$ cat src/rtl/cpu_exec_unit.sv
// Execute stage: decodes ir against the core's one-hot micro-step and owns the
// register file, flags, ALU, shift-add multiplier and output port.
module cpu_exec_unit #(
    parameter logic [1:0] ST_IE     = 2'd1,
    parameter int         MUL_STEPS = 8
) (
    input  logic        clk,
    input  logic        reset,
    input  logic [31:0] ir,
    input  logic [15:0] clks,
    input  logic [1:0]  state,
    output logic        inst_condition,
    output logic        end_inst,
    output logic        jmp_inst,
    output logic [7:0]  jmp_address,
    output logic [7:0]  out_data,
    output logic        out_valid,
    output logic        halted,
    output logic [2:0]  flags,
    input  logic [1:0]  dbg_sel,
    output logic [7:0]  dbg_data
);

    localparam logic [3:0] OP_LDI = 4'h1, OP_MOV = 4'h2, OP_ADD = 4'h3, OP_SUB = 4'h4,
                           OP_AND = 4'h5, OP_OR  = 4'h6, OP_XOR = 4'h7, OP_MUL = 4'h8,
                           OP_OUT = 4'h9, OP_CMP = 4'hA, OP_JMP = 4'hB, OP_SHL = 4'hC,
                           OP_SHR = 4'hD, OP_HLT = 4'hF;
    localparam logic [3:0] LAST_MUL = 4'(MUL_STEPS);
    localparam logic [3:0] FIN_MUL  = 4'(MUL_STEPS + 1);

    logic [7:0]  r_q [4];
    logic [2:0]  flags_q;          // {N,C,Z}
    logic [7:0]  ta_q, tb_q;
    logic [15:0] mcand_q, acc_q;
    logic [7:0]  mplier_q;
    logic [7:0]  out_data_q;
    logic        out_valid_q;

    logic [3:0]  op, cnd;
    logic [1:0]  rd, rs;
    logic [7:0]  imm;
    logic        ie, stp_vld, cond_ok, is_alu;
    logic [3:0]  stp, last_stp;
    logic [10:0] alu_d;
    logic [10:0] sh_d;

    // Returns {N,C,Z,result}; SUB/CMP carry is the borrow out of a 9-bit difference.
    function automatic logic [10:0] alu(input logic [3:0] o, input logic [7:0] a, input logic [7:0] b);
        logic [8:0] t;
        case (o)
            OP_ADD:         t = {1'b0, a} + {1'b0, b};
            OP_SUB, OP_CMP: t = {1'b0, a} - {1'b0, b};
            OP_AND:         t = {1'b0, a & b};
            OP_OR:          t = {1'b0, a | b};
            default:        t = {1'b0, a ^ b};
        endcase
        return {t[7], t[8], t[7:0] == 8'h00, t[7:0]};
    endfunction

    function automatic logic [10:0] shifter(input logic left, input logic [7:0] a);
        logic [7:0] res;
        logic       c;
        res = left ? {a[6:0], 1'b0} : {1'b0, a[7:1]};
        c   = left ? a[7] : a[0];
        return {res[7], c, res == 8'h00, res};
    endfunction

    assign op  = ir[31:28];
    assign cnd = ir[27:24];
    assign rd  = ir[17:16];
    assign rs  = ir[9:8];
    assign imm = ir[7:0];
    assign ie  = (state == ST_IE);
    assign is_alu = (op == OP_ADD) || (op == OP_SUB) || (op == OP_AND) ||
                    (op == OP_OR)  || (op == OP_XOR) || (op == OP_CMP);

    always_comb begin
        stp     = 4'd0;
        stp_vld = 1'b0;
        for (int k = 0; k < 16; k++) begin
            if (clks == 16'(1 << k)) begin
                stp     = 4'(k);
                stp_vld = 1'b1;
            end
        end
    end

    always_comb begin
        case (cnd)
            4'd0:    cond_ok = 1'b1;
            4'd1:    cond_ok = flags_q[0];
            4'd2:    cond_ok = !flags_q[0];
            4'd3:    cond_ok = flags_q[1];
            4'd4:    cond_ok = !flags_q[1];
            4'd5:    cond_ok = flags_q[2];
            4'd6:    cond_ok = !flags_q[2];
            default: cond_ok = 1'b0;
        endcase
    end

    always_comb begin
        if (is_alu)            last_stp = 4'd1;
        else if (op == OP_MUL) last_stp = FIN_MUL;
        else                   last_stp = 4'd0;
    end

    assign alu_d = alu(op, ta_q, tb_q);
    assign sh_d  = shifter(op == OP_SHL, r_q[rd]);

    assign inst_condition = ie ? cond_ok : 1'b1;
    assign end_inst       = ie && stp_vld && (op != OP_HLT) && (stp == last_stp);
    assign jmp_inst       = ie && stp_vld && (stp == 4'd0) && (op == OP_JMP) && cond_ok;
    assign halted         = ie && (op == OP_HLT);
    assign jmp_address    = ir[7:0];
    assign out_data       = out_data_q;
    assign out_valid      = out_valid_q;
    assign flags          = flags_q;
    assign dbg_data       = r_q[dbg_sel];

    always_ff @(posedge clk or posedge reset) begin
        if (reset) begin
            for (int i = 0; i < 4; i++) r_q[i] <= 8'h00;
            flags_q     <= 3'b000;
            ta_q        <= 8'h00;
            tb_q        <= 8'h00;
            mcand_q     <= 16'h0000;
            mplier_q    <= 8'h00;
            acc_q       <= 16'h0000;
            out_data_q  <= 8'h00;
            out_valid_q <= 1'b0;
        end else begin
            out_valid_q <= 1'b0;
            if (ie && stp_vld && cond_ok) begin
                if (stp == 4'd0) begin
                    case (op)
                        OP_LDI: r_q[rd] <= imm;
                        OP_MOV: r_q[rd] <= r_q[rs];
                        OP_ADD, OP_SUB, OP_AND, OP_OR, OP_XOR, OP_CMP: begin
                            ta_q <= r_q[rd];
                            tb_q <= r_q[rs];
                        end
                        OP_MUL: begin
                            mcand_q  <= {8'h00, r_q[rd]};
                            mplier_q <= r_q[rs];
                            acc_q    <= 16'h0000;
                        end
                        OP_OUT: begin
                            out_data_q  <= r_q[rs];
                            out_valid_q <= 1'b1;
                        end
                        OP_SHL, OP_SHR: begin
                            r_q[rd] <= sh_d[7:0];
                            flags_q <= sh_d[10:8];
                        end
                        default: ;
                    endcase
                end
                if (is_alu && stp == 4'd1) begin
                    if (op != OP_CMP) r_q[rd] <= alu_d[7:0];
                    flags_q <= alu_d[10:8];
                end
                if (op == OP_MUL && stp >= 4'd1 && stp <= LAST_MUL) begin
                    acc_q    <= acc_q + (mplier_q[0] ? mcand_q : 16'h0000);
                    mcand_q  <= mcand_q << 1;
                    mplier_q <= mplier_q >> 1;
                end
                if (op == OP_MUL && stp == FIN_MUL) begin
                    r_q[rd] <= acc_q[7:0];
                    flags_q <= {acc_q[7], |acc_q[15:8], acc_q[7:0] == 8'h00};
                end
            end
        end
    end

endmodule

$ cat config.mk
export PLATFORM = sky130hd
export DESIGN_NAME = cpu_exec_unit
export DESIGN_NICKNAME = d
export VERILOG_FILES = /design/src/rtl/cpu_exec_unit.sv
export SDC_FILE = /design/constraint.sdc
export NUM_CORES = 1
export LEC_CHECK = 0
export CAP_MARGIN = 20
export CORE_ASPECT_RATIO = 0.6
export CORE_UTILIZATION = 50
export DETAILED_ROUTE_END_ITERATION = 8
export HOLD_SLACK_MARGIN = 0.05
export PLACE_DENSITY = 0.84
export SYNTH_ARGS = -nofsm -noshare
export SYNTH_HDL_FRONTEND = slang
export SYNTH_SLANG_ARGS = --single-unit
$ cat constraint.sdc
create_clock -name clk -period 7.95 [get_ports clk]
set_input_delay 1.59 -clock clk [delete_from_list [all_inputs] [get_ports clk]]
set_output_delay 1.59 -clock clk [all_outputs]
set_load 0.005 [all_outputs]
======== After elaboration in Yosys (flattened, before gate mapping) ========
Cells that the tools add are included.
word-level totals
  flip-flop bits (word level) ............. 100
  output and inout port bits .............. 32
operators by class
  add/sub/neg operators ................... 3
  magnitude comparators ................... 6
  equality and inequality tests ........... 42
  muxes and demuxes ....................... 78
  bitwise gates (word level) .............. 6
  reduce and logical (&&, ||, !) cells .... 38
operators by type and width
  operator                count
  $mux W32                6
  $bwmux W32              5
  $mux W16                7
  $pmux W32 S3            1
  $mux W8                 11
  $mux W4                 16
  $bmux W8 S2             3
  $pmux W9 S4             1
  $eq A4 B4 Y1 const B    8
  $eq A4 B3 Y1 const B    7
  $logic_not A8 Y1        3
  $mux W1                 22
  $add A16 B16 Y16        1
  $demux W8 S2            1
  $eq A16 B1 Y1 const B   1
  $eq A16 B10 Y1 const B  1
  $eq A16 B11 Y1 const B  1
  $eq A16 B12 Y1 const B  1
  $eq A16 B13 Y1 const B  1
  $eq A16 B14 Y1 const B  1
  $eq A16 B15 Y1 const B  1
  $eq A16 B16 Y1 const B  1
  $eq A16 B2 Y1 const B   1
  $eq A16 B3 Y1 const B   1
  33 further kinds        71

======== Longest topological paths before layout ========
  depth after elaboration ................. 26
  depth in mapped cells ................... 14
  gate-level depth less buffers ........... 13

======== Least setup slack after synthesis ========
Ideal clock, no wire load.
  path type ............................... input -> output
  start point ............................. input clks[9]
  end point ............................... output jmp_inst
  arrival time ............................ 3.750 ns
  data required time ...................... 6.360 ns
  path slack .............................. 2.610 ns
  stages on the path ...................... 9
  path buffers ............................ 2
  cells stage by stage .................... buf_2 > or4_1 > maj3_2 > a211oi_2 > nor4_2 > nor3_2 > buf_2 > nand3_1 > nor3_1
between the ends
  cells in the longest elaborated chain, start to end .. 21
ends and longest elaborated chain
  element                             RTL line  source
  start, declared                     10        input logic [15:0] clks,
  $eq A16 B1 Y1                       81        if (clks == 16'(1 << k)) begin
  $mux W1 (16 in a row)               81
  $logic_and A1 B1 Y1                 112       assign jmp_inst = ie && stp_vld && (stp == 4'd0) && (op == OP_JMP) && cond_ok;
  $logic_and A1 B1 Y1 * (3 in a row)  112
  end, declared                       14        output logic jmp_inst,
Mark *: on every way between the ends. The rest lies on a longest branch, timed or not.

======== Final worst setup path ========
  start point ............................. input clks[11]
  end point ............................... output end_inst
between the ends
  cells in the longest elaborated chain, start to end .. 20
ends and longest elaborated chain
  element                           RTL line  source
  $eq A16 B1 Y1                     81
  $mux W1 (16 in a row)             81
  $logic_and A1 B1 Y1 (2 in a row)  111       assign end_inst = ie && stp_vld && (op != OP_HLT) && (stp == last_stp);
  $logic_and A1 B1 Y1 *             111
  end, declared                     13        output logic end_inst,
Marks and branches as above.

==> metrics.csv <==
metric;value;unit
async_flop_share;100.0;%
grt_setup_unrepaired;no;
synth-simple-area-share;19.71;%
critPathMaxFanout;11;
final_common_cell;dfrtp_1;
yosys.area_share.xor_xnor;3.912;%
io_pins;86;
fin_crit;6.695;ns
p_per_area;112.9;mW/mm2
synth_top_flop_cell;dfrtp_1;
synth_cells;926;
startpoint;clks[11];
stdcell_area;0.009388;mm2
htreeDepth;3;
clockBufferDepth;2;
hold_violations;0;
drtIter0Drc;935;
antenna_found_initial;0;
dp_hpwl;19.76;mm
worst_ep_arrival_time;5.11;ns
synth-compound-area-share;20.56;%
start_util;51.08;%
synth_edf_count;0;
die_area;0.01710;mm2
core_region_area;0.01622;mm2
synth_top_family_by_area;compound AO/OA/AOI/OAI gates;
diodes;0;
ctsResizeCount;0;
clk_pin_slew;0.07;ns
viasPerCell;6.638;
cp.required;6.36;ns
seq_area_frac_synth;30.21;%
area_growth;13.34;%
holdCritStartpoint;mcand_q[7];
fmax;149.4;MHz
startpoint_type;input port;
avgSynthCellArea;8.945;um2
finalPower;1060;uW
yosys.area_share.adder;6.662;%
placed_cell_area;0.009090;mm2
path_class;input port to output pin;
grtUsageTotal;31.23;%
numCtsBuffers;9;
r2r-start;tb_q[0];
vias;7840;
drive_above_1_share;11.52;%
finalSetupViolations;0;
place.gp.congestion;1.016;
p_leak;0.003864;uW
synth_area_leaders;dfrtp_1 (30%), mux4_2 (6.5%), ha_1 (6.0%);
drt_wl_total;26.22;mm
muxShareOfSynthArea;14.02;%
ys_ff_latch;100;
nets;1063;
cts-root-buf;clkbuf_16;
ys_warn_count;0;
peakVddDrop;0.1025;mV
cts_tree;yes;
crit_chain;clkdlybuf4s50_1 > nor4_1 > nand3_1 > a2111oi_0 > nor4_2 > nor3_1 > o21ai_0 > a221oi_1 > clkdlybuf4s50_1;
fin_skew;0.01081;ns
cp_slowest_cell;a2111oi_0;
min_path_type;flop to flop;
grt_pass1_wl;40.23;mm
grt_pass1_vias;7105;
synth_top_cell_by_area;dfrtp_1;
layout_common_cells;dfrtp_1 (100), nand2_1 (79), nor2_1 (75);
crit_path_max_incr_delay;0.81;ns
syn_area;0.008283;mm2
drv_slew;0;
final_antenna_net_count;0;
io_buffers;73;
rows;36;
worst_pin_slew;1.125;ns
yosysUniqueCellTypes;79;
end_kind;output pin;
insertion_delay;0.36;ns
postCtsSetupRepairBufs;0;
cts_hold_buf;0;
firstDrtPassIters;8;
status;completed;
grt.overflow.total;0;
cap_violations;0;
setup_tns;0;ns
grt_max_degree;57;
routedWlPerCell;22.20;um
post-route-period-util;84.21;%
die_w;168.2;um
synth_top_area_share;30.21;%
dieHeight;101.7;um
cts.sinks;100;
relSlewSlack;24.36;%
syn_nets;1022;
crit_top_cell;clkdlybuf4s50_1;
drc;0;
[cells in the mapped netlist, types with 4 or more instances]
cell type	n
a211oi_1	7
a21o_1	7
a21oi_1	44
a221o_1	4
a221oi_1	5
a22o_1	15
a22oi_1	5
a2bb2oi_1	5
a31oi_1	8
and2_1	20
buf_1	6
buf_2	10
buf_4	8
clkbuf_1	25
dfrtp_1	100
ha_1	40
inv_1	41
mux2_2	32
mux2i_1	26
mux4_2	24
nand2_1	79
nand2b_1	16
nand3_1	18
nand4_1	6
nor2_1	75
nor2b_1	12
nor3_1	35
nor4_1	10
nor4b_1	4
o211ai_1	10
o21ai_0	64
o21bai_1	5
o221ai_1	4
o22ai_1	24
o31ai_1	11
or2_2	7
or3_1	6
or4_1	5
xnor2_1	18
xor2_1	19
[state kept, by name, indices dropped and copies added (netlist names)]
| name | cells |
|---|---|
| r_q | 32 |
| mplier_q | 8 |
| flags | 3 |
| out_data | 8 |
| acc_q | 16 |
| out_valid | 1 |
| ta_q | 8 |
| mcand_q | 16 |
| tb_q | 8 |
[metrics by stage]
step                instances  hold WS (ns)  utilization [%]  setup slack (ns)
global placement         1164        0.4658            56.06             1.370
detailed placement       1164        0.4815            56.06             1.347
global route             1181        0.5307            57.89             1.076
finish                   1181        0.4976            57.89             1.255
floorplan                 926        0.4496                -             2.610
CTS                      1180        0.4985            57.80             1.332
[cell type report]
class	count	area, um2
clock inverter	7	57.56
sequential	100	2502
fill	1417	6828
clock buffer	9	225.2
multi-input combinational	733	5379
timing repair buffer	82	805.8
inverter	41	156.4
tap	209	261.5
[routing by layer]
layer	routed length (um)	vias to the layer above	global-route usage (%)
met5	34	-	0
met4	416	2	6.783
met3	4271	64	13.87
met2	10230	562	42.98
met1	11270	3695	44.67
li1	-	3517	-
[critical path, delay by kind of cell]
kind / cells / cell delay [ns]
simple gates: 4 / 1.10
compound gates: 3 / 1.24
buf+inv: 2 / 1.18
[final timing paths]
check | depth (start not counted) | to | slack, ns
hold / removal | 2 | mcand_q[7] | 0.50
setup / recovery | 9 | end_inst | 1.25
setup reg to reg | 13 | flags[0] | 4.14
min in group asynchronous | 2 | mcand_q[14] | 1.65
max in group asynchronous | 3 | r_q[1] | 5.13
hold reg to reg | 2 | mcand_q[7] | 0.50
[where the power goes]
part	internal [uW]	switching (uW)	total [uW]
logic	47.1	73.6	121
clock network	217	214	431
registers	508	0.111	508
total	773	288	1060
[kinds of logic (layout without fill, tap and decap cells)]
logic type      Yosys count  in the layout
fa+ha+maj                43             43
flops                   100            100
simple gates            318            318
buf+inv                  93            139
xor+xnor                 37             37
mux                      82             82
compound gates          253            253
Power figures use the tool's default switching activity.
==> variant 1 (same settings) <==
Add an input register stage for `ir`, `state` and `dbg_sel`, without a reset; this delays them by one clock.
--- a/src/rtl/cpu_exec_unit.sv
+++ b/src/rtl/cpu_exec_unit.sv
@@ -28,4 +28,14 @@
     localparam logic [3:0] LAST_MUL = 4'(MUL_STEPS);
     localparam logic [3:0] FIN_MUL  = 4'(MUL_STEPS + 1);
+
+    logic [31:0] ir_q;
+    logic [1:0] state_q;
+    logic [1:0] dbg_sel_q;
+
+    always_ff @(posedge clk) begin
+        ir_q      <= ir;
+        state_q   <= state;
+        dbg_sel_q <= dbg_sel;
+    end
 
     logic [7:0]  r_q [4];
@@ -66,10 +76,10 @@
     endfunction
 
-    assign op  = ir[31:28];
-    assign cnd = ir[27:24];
-    assign rd  = ir[17:16];
-    assign rs  = ir[9:8];
-    assign imm = ir[7:0];
-    assign ie  = (state == ST_IE);
+    assign op  = ir_q[31:28];
+    assign cnd = ir_q[27:24];
+    assign rd  = ir_q[17:16];
+    assign rs  = ir_q[9:8];
+    assign imm = ir_q[7:0];
+    assign ie  = (state_q == ST_IE);
     assign is_alu = (op == OP_ADD) || (op == OP_SUB) || (op == OP_AND) ||
                     (op == OP_OR)  || (op == OP_XOR) || (op == OP_CMP);
@@ -112,9 +122,9 @@
     assign jmp_inst       = ie && stp_vld && (stp == 4'd0) && (op == OP_JMP) && cond_ok;
     assign halted         = ie && (op == OP_HLT);
-    assign jmp_address    = ir[7:0];
+    assign jmp_address    = ir_q[7:0];
     assign out_data       = out_data_q;
     assign out_valid      = out_valid_q;
     assign flags          = flags_q;
-    assign dbg_data       = r_q[dbg_sel];
+    assign dbg_data       = r_q[dbg_sel_q];
 
     always_ff @(posedge clk or posedge reset) begin
Formal check against the unedited RTL: not equivalent (Yosys sat finds a counterexample within 4 cycles, from zero or initial values and one cycle with reset high).
==> variant 1 against the original RTL <==
- synthesized area increased by 8.9%
- worst setup slack got worse by 0.17 ns
- wire length increased by 7.8%
- clock power increased by 90%
- total power increased by 48%
- sequential cell count increased by 24
- highest routed layer unchanged
- critical endpoint is now jmp_inst
- design area increased by 11%
==> variant 1: results (changes against the original RTL) <==
outcome:
  status: "finished, final reports clean"  # unchanged
finish:
  clk_share: 0.05861  # was 0.03012
  inv_count: 38  # was 41
  multi_input_comb_cells: 763  # was 733
  nFillCells: 1490  # was 1,417
  nClkBuffers: 19  # was 9
  finalNonFillerCells: 1274  # was 1,181
  buf_share: 0.07646  # was 0.08583
  seq_share: 0.2857  # was 0.2666
  buffers: 83  # was 82
  multi_input_area_sq_mm: 0.005609  # was 0.005379 sq mm
  top_regs: "r_q x32, ir_q x20"  # was r_q x32, acc_q x16, mcand_q x16
  layout-drive-gt1-share: 0.1038  # was 0.1152
drt:
  viasPerCell: 6.719  # was 6.638
  wl_per_cell_microns: 22.18  # was 22.20 microns
  dr.first_iter.drc_count: 1276  # was 935
  dr.pass1.iters: 6  # was 8
grt:
  grt_pass1_vias: 7895  # was 7,105
  antenna_found_initial: 0  # unchanged
  track_usage: 0.3099  # was 0.3123
  grt_max_degree: 54  # was 57
  grt_pass1_wl_microns: 44290  # was 40,230 microns
cts:
  htreeDepth: 4  # was 3
  cts_buffers: 17  # was 9
  clkLatencyLatePin_ns: 0.43  # was 0.36 ns
place:
  port_buffers: 73  # unchanged
  placedCellCount: 1240  # was 1,164
  gp_congestion: 1.008  # was 1.016
  post-dp-hpwl_microns: 20220  # was 19,760 microns
setup_path:
  crit_end: "jmp_inst"  # was end_inst
  reg2reg_depth: 13  # unchanged
  startpoint: "clks[9]"  # was clks[11]
  cp.arrival_ns: 5.27  # was 5.11 ns
  path_max_fanout: 14  # was 11
  r2r_slack_ns: 3.51  # was 4.14 ns
  r2r_end: "flags[0]"  # unchanged
  r2r-start: "ir_q[30]"  # was tb_q[0]
  worstSetupPathType: "input pin to output port"  # unchanged
sta:
  period_share: 0.8635  # was 0.8421
  fin_skew_ns: 0.01217  # was 0.01081 ns
  tightest_slew_ns: 1.100  # was 1.125 ns
logic_synthesis:
  synth.distinct_cells: 77  # was 79
  synth.top_cells.by_area: "dfrtp_1 28%, mux4_2 6.0%, ha_1 5.5%"  # was dfrtp_1 30%, mux4_2 6.5%, ha_1 6.0%
  async_flop_share: 0.8065  # was 1.000
  ys_ff_latch: 124  # was 100
  syn_area_per_cell_sq_um: 9.119  # was 8.945 sq um
  synth_common_cells: "100 x dfrtp_1, 94 x o21ai_0, 76 x nand2_1"  # was 100 x dfrtp_1, 79 x nand2_1, 75 x nor2_1
  synth.net_count: 1085  # was 1,022
worst_hold_path:
  holdPathEnd: "mplier_q[3]"  # was mcand_q[7]
  min_from: "mplier_q[3]"  # was mcand_q[7]
pwr:
  p_leak_nw: 4.452  # was 3.864 nW
  irDropWorstVdd_mv: 0.1429  # was 0.1025 mV
variant 1: power by group:
| part | total (mW) | internal [mW] | switching, mW |
|---|---|---|---|
| logic | 0.101 | 0.0455 | 0.0553 |
| registers | 0.653 | 0.636 | 0.0172 |
| clock network | 0.819 | 0.504 | 0.316 |
variant 1: logic make-up (layout without fill, tap and decap cells):
kind of cell | after synthesis | in the layout | synth area share
AND/OR/NAND/NOR | 291 | 291 | 0.1697
adder cells (fa/ha/maj) | 42 | 42 | 0.05993
buffers and inverters | 102 | 153 | 0.04814
multiplexers | 100 | 100 | 0.1479
flip-flops | 124 | 124 | 0.3307
AO/OA/AOI/OAI | 300 | 300 | 0.2145
XOR/XNOR | 30 | 30 | 0.02913
variant 1: layer usage:
metal  global-route usage  part of all wire  wire (microns)  up-vias
met5              0.03056            0.0029              83        -
met4              0.09006             0.019             546        2
met3               0.1159              0.16            4473       74
met2               0.4087              0.39           11020      614
met1               0.4591              0.43           12140     4086
li1                     -                 -               -     3784
variant 1: critical path, stage by stage:
cell and delay [ns]:
clkdlybuf4s50_1 0.54, xor2_1 0.22, a211oi_1 0.60, o32a_1 0.36, o211ai_1 0.16, or3_1 0.70, nor4_1 0.50, clkdlybuf4s50_1 0.60
variant 1: per-stage QoR:
| step | setup slack (ns) | hold WS [ns] | power, mW | util | area, sq um |
|---|---|---|---|---|---|
| finish | 1.085 | 0.4814 | 1.573 | 0.5998 | 10440 |
| floorplan | 2.513 | 0.4492 | 0.7190 | - | 9019 |
| global placement | 1.305 | 0.4658 | 0.7609 | 0.5638 | 9813 |
| detailed placement | 1.253 | 0.4725 | 0.7631 | 0.5640 | 9818 |
| CTS | 1.176 | 0.4869 | 1.576 | 0.5992 | 10430 |
| global route | 0.8644 | 0.5130 | 1.614 | 0.5998 | 10440 |
==> variant 2 (same settings) <==
Made on the original files. The parameter `MUL_STEPS` goes from 8 to 6.
--- a/src/rtl/cpu_exec_unit.sv
+++ b/src/rtl/cpu_exec_unit.sv
@@ -3,5 +3,5 @@
 module cpu_exec_unit #(
     parameter logic [1:0] ST_IE     = 2'd1,
-    parameter int         MUL_STEPS = 8
+    parameter int         MUL_STEPS = 6
 ) (
     input  logic        clk,
Check against the original RTL: not equivalent (a bounded check fails within 4 cycles, from zero or initial values and one cycle with reset high).
==> variant 2 against the original RTL <==
- synthesized area grew 2.6%
- clock power grew 28%
- wire length grew 2.4%
- worst setup slack lost 0.025 ns
- critical path depth shrank 1
- core utilization grew 1.0 points
- design area grew 2.9%
- total power grew 12%
- first-iteration DRC count grew 29%
- non-clock buffer count shrank 5
- clock skew grew 0.00085 ns
- sequential cell count is the same
==> variant 2: results (changes against the original RTL) <==
outcome:
  status: "finished, final reports clean"  # unchanged
logic_synthesis:
  synth.top_cells.by_area: "dfrtp_1 29%, mux4_2 6.4%, ha_1 5.9%"  # was dfrtp_1 30%, mux4_2 6.5%, ha_1 6.0%
  synth.distinct_cells: 78  # was 79
  synth_common_cells: "100 x dfrtp_1, 65 x nand2_1, 61 x nor2_1"  # was 100 x dfrtp_1, 79 x nand2_1, 75 x nor2_1
  synth_seq_area_share: 0.2946  # was 0.3021
  synth_top_area_share: 0.2946  # was 0.3021
pwr:
  clk-power_uw: 552  # was 431 uW
  p_leak_nw: 4.092  # was 3.864 nW
  intPower_uw: 901.1  # was 772.5 uW
  irDropWorstVdd_mv: 0.08895  # was 0.1025 mV
  comb_power_uw: 127  # was 121 uW
grt:
  grt_use_met2: 0.4079  # was 0.4298
  grtUsageMet3: 0.1094  # was 0.1387
  grt_max_degree: 79  # was 57
  met1_usage: 0.4752  # was 0.4467
  grt_pass1_wl_microns: 41050  # was 40,230 microns
setup_path:
  r2r_slack_ns: 4.25  # was 4.14 ns
  slowest_delay_ns: 0.66  # was 0.81 ns
  cp.arrival_ns: 5.13  # was 5.11 ns
  cp_slowest_cell: "clkdlybuf4s50_1"  # was a2111oi_0
  path_max_fanout: 9  # was 11
  reg2reg_depth: 12  # was 13
  r2r_end: "r_q[31]"  # was flags[0]
  critPathTopFamily: "simple AND/OR/NAND/NOR gates"  # was compound AO/OA/AOI/OAI gates
place:
  place_ws_ns: 1.438  # was 1.347 ns
  gp_congestion: 1.002  # was 1.016
drt:
  wl_per_cell_microns: 22.63  # was 22.20 microns
  num_vias: 7970  # was 7,840
  dr.first_iter.drc_count: 1205  # was 935
worst_hold_path:
  min_from: "mplier_q[6]"  # was mcand_q[7]
  holdPathEnd: "mplier_q[6]"  # was mcand_q[7]
sta:
  fin_skew_ns: 0.01166  # was 0.01081 ns
  max_slew_margin: 0.2044  # was 0.2436
  period_share: 0.8453  # was 0.8421
finish:
  nFillCells: 1427  # was 1,417
[variant 2: per-stage QoR]
step | power [mW] | instance area [sq um] | utilization | cells
detailed placement | 0.6405 | 9263 | 0.5649 | 1169
global placement | 0.6392 | 9263 | 0.5649 | 1169
CTS | 1.185 | 9633 | 0.5875 | 1185
finish | 1.188 | 9661 | 0.5892 | 1186
global route | 1.218 | 9661 | 0.5892 | 1186
floorplan | 0.5944 | 8494 | - | 919
[variant 2: how the worst max path moves through the flow]
stage,from,to,cells past startpoint
6_report,clks[11],jmp_inst,8
5_1_grt,clks[14],jmp_inst,7
4_1_cts,clks[11],jmp_inst,8
3_5_place_dp,clks[11],jmp_inst,8
3_3_place_gp,clks[12],jmp_inst,7
2_1_floorplan,clks[14],jmp_inst,9
[variant 2: logic make-up (layout without fill, tap and decap cells)]
logic type,count (synthesis),after routing,share of synthesized area
AOI/OAI and AO/OA,273,273,0.2187
xor gates and xnor gates,33,33,0.03403
adders and majority gates,42,42,0.06363
buffers and inverters,96,135,0.05111
DFF,100,100,0.2946
muxes,101,101,0.1635
and+or+nand+nor,274,274,0.1744
[variant 2: worst min-delay path: cells and delay by family, from the launching register on]
kind	cells	cell delay (ns)
flip-flops	1	0.35
AO/OA/AOI/OAI	1	0.06
AND/OR/NAND/NOR	1	0.05
[variant 2: final cells by class]
| cell class | instances | area share |
|---|---|---|
| clock buffer | 9 | 0.02331 |
| clock inverter | 7 | 0.01502 |
| inverter | 42 | 0.01658 |
| multi-input combinational | 723 | 0.5757 |
| sequential | 100 | 0.2590 |
| tap | 228 | 0.02953 |
| timing repair buffer | 77 | 0.08082 |
[variant 2: routing by layer]
metal | routed length [microns] | vias to the layer above
met3 | 3526 | 55
li1 | - | 3557
met4 | 451 | 2
met5 | 27 | -
met1 | 12390 | 3867
met2 | 10450 | 489
